===== config.mk =====
export PLATFORM = sky130hd
export DESIGN_NAME = sub_cells_inv_iter
export DESIGN_NICKNAME = d
export VERILOG_FILES = /design/src/rtl/sub_cells_inv_iter.sv
export SDC_FILE = /design/constraint.sdc
export NUM_CORES = 1
export LEC_CHECK = 0
export BUFFER_PORTS_ARGS = -buffer_cell sky130_fd_sc_hd__buf_2
export CAP_MARGIN = 20
export CORE_MARGIN = 8
export CORE_UTILIZATION = 51
export DETAILED_ROUTE_END_ITERATION = 8
export PLACE_DENSITY = 0.82
export SLEW_MARGIN = 0
export SYNTH_ARGS = -nofsm -noshare
export SYNTH_HDL_FRONTEND = slang
export SYNTH_HIERARCHICAL = 1
export SYNTH_SLANG_ARGS = --single-unit

===== constraint.sdc =====
create_clock -name clk -period 5.2 [get_ports clk]
set_input_delay 0.26 -clock clk [delete_from_list [all_inputs] [get_ports clk]]
set_output_delay 0.26 -clock clk [all_outputs]
set_load 0.05 [all_outputs]

===== src/rtl/sub_cells_inv_iter.sv =====
`timescale 1ns/1ps
// -----------------------------------------------------------------------------
// sbox
//   Nibble-sliced m-bit S-box cell (m a multiple of 4), built from a 4-bit
//   QARMA sigma table.
//   Forward: each input nibble j goes through the 4-bit table and lands in
//   nibble (j+1) mod (m/4).
//   Inverse: the nibble rotation is undone first, then the inverse table is
//   applied.
//   sigma[1:0] selects the 4-bit table (0: sigma0, 1: sigma1, 2/3: sigma2).
//   Ports:
//     x  m-bit input cell
//     y  m-bit substituted cell
// -----------------------------------------------------------------------------
module sbox #(
  parameter int          m     = 8,
  parameter logic [63:0] sigma = 64'b0,
  parameter bit          inv   = 1'b0
) (
  input  logic [m-1:0] x,
  output logic [m-1:0] y
);
  localparam int NIB = m / 4;

  // 4-bit tables; entry v sits at bits [4v +: 4].
  localparam logic [63:0] T0 = 64'h51cd7346b8f9a2e0;
  localparam logic [63:0] T1 = 64'h421bc089537f6eda;
  localparam logic [63:0] T2 = 64'ha12d5473e90cf86b;

  // Table inversion, evaluated at elaboration time only.
  function automatic logic [63:0] invert(input logic [63:0] t);
    logic [63:0] r;
    r = '0;
    for (int i = 0; i < 16; i++) r[{t[i*4 +: 4], 2'b00} +: 4] = 4'(i);
    return r;
  endfunction

  localparam logic [63:0] FWD = (sigma[1:0] == 2'd0) ? T0 :
                                (sigma[1:0] == 2'd1) ? T1 : T2;
  localparam logic [63:0] REV = invert(FWD);

  if ((m % 4) != 0 || m < 4) begin : g_bad_m
    $error("sbox: m must be a non-zero multiple of 4");
  end

  for (genvar j = 0; j < NIB; j++) begin : g_nib
    if (inv) begin : g_inv
      assign y[j*4 +: 4] = REV[{x[((j+1)%NIB)*4 +: 4], 2'b00} +: 4];
    end else begin : g_fwd
      assign y[((j+1)%NIB)*4 +: 4] = FWD[{x[j*4 +: 4], 2'b00} +: 4];
    end
  end
endmodule

// -----------------------------------------------------------------------------
// sub_cells_inv_iter
//   Iterative inverse SubCells for the QARMA-128 decrypt datapath.
//   CPC cells of the 16-cell state are inverse-substituted per clock, in place,
//   in a work register. A full state therefore takes 16/CPC cycles.
//   Handshake:
//     IDLE accepts a state.
//     RUN walks the cell groups.
//     DONE presents the result until it is taken.
//   Input and output transfers never overlap.
//   Ports:
//     clk, rst    clock / asynchronous active-high reset
//     in_valid    in_data is valid
//     in_ready    block can accept a state (IDLE)
//     in_data     n-bit state; cell i = in_data[i*m +: m]
//     out_valid   out_data holds a completed result (DONE)
//     out_ready   downstream takes the result
//     out_data    result; always the work register
//     busy        high while cell groups are being processed (RUN)
// -----------------------------------------------------------------------------
module sub_cells_inv_iter #(
  parameter int          n     = 128,
  parameter logic [63:0] sigma = 64'b0,
  parameter int          CPC   = 4
) (
  input  logic         clk,
  input  logic         rst,
  input  logic         in_valid,
  output logic         in_ready,
  input  logic [n-1:0] in_data,
  output logic         out_valid,
  input  logic         out_ready,
  output logic [n-1:0] out_data,
  output logic         busy
);
  localparam int m      = n / 16;
  localparam int GROUPS = 16 / CPC;
  localparam int KW     = (GROUPS > 1) ? $clog2(GROUPS) : 1;
  localparam logic [KW-1:0] LAST = KW'(GROUPS - 1);

  if (!(CPC == 1 || CPC == 2 || CPC == 4 || CPC == 8 || CPC == 16)) begin : g_bad_cpc
    $error("sub_cells_inv_iter: CPC must be 1, 2, 4, 8 or 16");
  end
  if ((n % 16) != 0) begin : g_bad_n
    $error("sub_cells_inv_iter: n must be a multiple of 16");
  end

  typedef enum logic [1:0] {IDLE, RUN, DONE} state_t;

  state_t            state_q, state_d;
  logic [KW-1:0]     k;
  logic [n-1:0]      w;
  logic [n-1:0]      w_nxt;
  logic              load, step;

  logic [CPC-1:0][m-1:0] grp_in;
  logic [CPC-1:0][m-1:0] grp_out;

  // Current group: cells k*CPC .. k*CPC+CPC-1 of the work register.
  for (genvar c = 0; c < CPC; c++) begin : g_lane
    assign grp_in[c] = w[(int'(k)*CPC + c)*m +: m];

    sbox #(.m(m), .sigma(sigma), .inv(1'b1)) u_sbox (
      .x (grp_in[c]),
      .y (grp_out[c])
    );
  end

  // In-place update: only cells belonging to group k take the S-box output.
  for (genvar i = 0; i < 16; i++) begin : g_cell
    assign w_nxt[i*m +: m] = (k == KW'(i / CPC)) ? grp_out[i % CPC] : w[i*m +: m];
  end

  always_comb begin
    state_d   = state_q;
    in_ready  = 1'b0;
    out_valid = 1'b0;
    busy      = 1'b0;
    load      = 1'b0;
    step      = 1'b0;
    case (state_q)
      IDLE: begin
        in_ready = 1'b1;
        if (in_valid) begin
          load    = 1'b1;
          state_d = RUN;
        end
      end
      RUN: begin
        busy = 1'b1;
        step = 1'b1;
        if (k == LAST) state_d = DONE;
      end
      DONE: begin
        out_valid = 1'b1;
        if (out_ready) state_d = IDLE;
      end
      default: state_d = IDLE;
    endcase
  end

  always_ff @(posedge clk or posedge rst) begin
    if (rst) begin
      state_q <= IDLE;
      k       <= '0;
      w       <= '0;
    end else begin
      state_q <= state_d;
      if (load) begin
        w <= in_data;
        k <= '0;
      end else if (step) begin
        w <= w_nxt;
        // Counter wraps on the final group so it is 0 again on leaving RUN.
        k <= (k == LAST) ? '0 : k + 1'b1;
      end
    end
  end

  assign out_data = w;
endmodule


==> key figures <==
Critical path
  – Critical Path Source: k[1]
  – CP bufs+invs: 0
  – CP Launch Type: register
  – Crit path required time: 5.55 ns
  – Cell family with most CP delay: compound AO/OA/AOI/OAI gates
  – Slowest-stage cell, CP: a21oi_4
  – Crit-path cells: ha_1 > nand2_2 > a21oi_4 > o22a_1
  – Critical path depth in cells: 4
  – Max Fanout on Critical Path: 35
  – Slowest stage delay, CP: 0.98 ns
  – Worst R2R Start: k[1]
  – Crit Path Category: register to register
  – Worst R2R Setup Slack: 2.10 ns
  – R2R depth: 4
  – Crit end category: register
  – Worst EP arrival: 3.45 ns

Die
  – Die area: 19300 µm²
  – Die height: 139 µm
  – Boundary Pins: ~260
  – Core area: 15000 µm²
  – Row count: 45
  – Initial Util: 0.514
  – Die width: 139 µm

GRT
  – Largest net degree at the start of global routing: 87
  – Initial antenna violation count: 1
  – Vias in the first global route: between 7000 and 8000
  – Gr usage total: 0.263
  – First-pass GRT wire length: 40.1 mm
  – Grt total ovfl: 0

Cells and area
  – NumNets Final: 1035
  – Fillers: 1225
  – Area delta synth->final: 23.1%
  – Commonest cells after routing, fill and taps aside: buf_2 (262), dfrtp_1 (129), o22a_1 (128), nand2_1 (81), a21oi_1 (80)
  – Final non-filler cell total: 1101
  – Share of cells above drive strength 1: 0.441
  – Commonest non-fill, non-tap cell in the layout: buf_2
  – Design area: 9480 µm²

Timing
  – Final period util: 0.596
  – Tmin final: 3.10 ns
  – RSZ-0062 raised after global routing: no
  – Setup TNS: 0 ns
  – # setup viols final: 0
  – Max_slew headroom: 0.251
  – Worst-Margin Slew: around 1.1 ns
  – Pins Over Slew Limit: 0
  – Final hold vios: 24
  – Fin worst setup slack: 2.10 ns
  – Max Clock Skew: 0.00900 ns
  – Maximum clock frequency: approximately 320 MHz
  – Worst Hold Slack: -0.0105 ns

Routing
  – Via density: 6.29
  – Drt first pass iters: 7
  – Vias after detailed routing: 6923
  – DR WL/cell: 23.4 µm
  – DR DRC count: 0
  – DRT iter0 DRCs: 508
  – Detailed Route WL: about 26 mm
  – Detail Route Antenna Nets: 0

Run status
  – Violated checks: hold timing
  – Status: finished, violations left

Yosys
  – Number of synthesized flops with an enable pin: 0
  – FF+latch count, synth: approximately 130
  – Netlist Area Pre-Place: 7700 µm²
  – Post-Syn Nets: 810
  – Asr flop ratio synth: 1.00
  – Seq/Total Area, Yosys: 0.429
  – Syn Inst Count: between 600 and 700
  – Most used DFF post-synth: dfrtp_1
  – Unique masters post-synth: 33
  – Syn Area/Cell: approximately 11 µm²
  – Ys Warns: 6

Placement
  – Hpwl dp: 17.6 mm
  – I/O Buffers: 262
  – Dpl ws: between 2 and 2.5 ns
  – DP Area: 8910 µm²
  – Placer Congestion: roughly 0.85
  – Placed Instances: roughly 1100

Clock tree
  – Worst-case clock buffer depth: 2
  – # clock sinks: 132
  – CTS tree: done
  – H-tree depth: 4
  – CTS Hold Buffers Added: 0
  – Reg clk slew, reported paths: roughly 0.060 ns
  – Clk Latency, worst-skew pair: approximately 0.42 ns
  – Post-cts sizing count: 0
  – Postcts setup bufs: 0
  – Total CTS buffers: 17
  – Clock Root Buffer: clkbuf_16

Worst hold path
  – Tightest Hold Check Type: input port to async pin

Job
  – Max-Cap Viols: 0
[per-stage QoR]
stage                util  hold WS [ns]
global route        0.633        0.0558
floorplan               -         0.400
detailed placement  0.595         0.478
global placement    0.595         0.470
CTS                 0.632        0.0276
finish              0.633       -0.0105
[flip-flops by register name, summed over array words and instances (netlist names)]
name	count
out_data	128
k	2
state_q	2
[path summary, 6_finish.rpt]
check	to
setup / recovery	out_data[110]
hold / removal	out_data[27]
setup reg to reg	out_data[110]
hold reg to reg	out_data[42]
max in group asynchronous	k[1]
min in group clk	out_data[91]
[cell families (layout without fill, tap and decap cells)]
kind of cell    count (synthesis)  count (layout)  share of synthesized area
simple gates                  114             114                     0.0654
other cells                     0               1                          0
fa+ha+maj                       8               8                     0.0123
buf+inv                        85             323                     0.0661
compound gates                303             303                      0.334
flops                         132             132                      0.429
mux                            32              32                     0.0935
[area by class of cell]
class | instances | area (µm²) | share of cell area
Inverter | 21 | 83.8 | 0.00884
Multi-Input combinational cell | 457 | 3920 | 0.414
Antenna cell | 1 | 2.50 | 0.000264
Clock buffer | 23 | 468 | 0.0494
Clock inverter | 9 | 80.1 | 0.00845
Timing Repair Buffer | 270 | 1380 | 0.146
Tap cell | 188 | 235 | 0.0248
Sequential cell | 132 | 3310 | 0.349
[routing by layer]
metal	share of wire	global-route usage	vias up
li1	-	-	3047
met1	0.38	0.314	3417
met2	0.49	0.433	396
met3	0.099	0.0802	61
met4	0.028	0.109	2
met5	0.00035	0	-
[cell usage after synthesis (4+ instances only)]
| cell | number | area share |
|---|---|---|
| buf_4 | 14 | 0.014 |
| a2bb2oi_1 | 17 | 0.019 |
| maj3_2 | 4 | 0.0058 |
| buf_6 | 14 | 0.020 |
| o21ai_1 | 4 | 0.0026 |
| a21o_1 | 4 | 0.0039 |
| inv_2 | 4 | 0.0019 |
| o22a_1 | 128 | 0.15 |
| o22ai_1 | 12 | 0.0097 |
| clkbuf_1 | 10 | 0.0049 |
| nand2_1 | 82 | 0.040 |
| o21ai_0 | 6 | 0.0039 |
| mux4_2 | 32 | 0.094 |
| ha_1 | 4 | 0.0065 |
| nor2_1 | 14 | 0.0068 |
| buf_2 | 25 | 0.016 |
| dfrtp_1 | 132 | 0.43 |
| inv_1 | 17 | 0.0083 |
| nor2b_2 | 4 | 0.0045 |
| a21oi_1 | 80 | 0.052 |
| nand2b_1 | 5 | 0.0041 |
| a2bb2oi_2 | 47 | 0.092 |
Power is left out: the tool's default activity adds up to more than one toggle a clock period on the data nets, which glitch-free logic cannot reach.
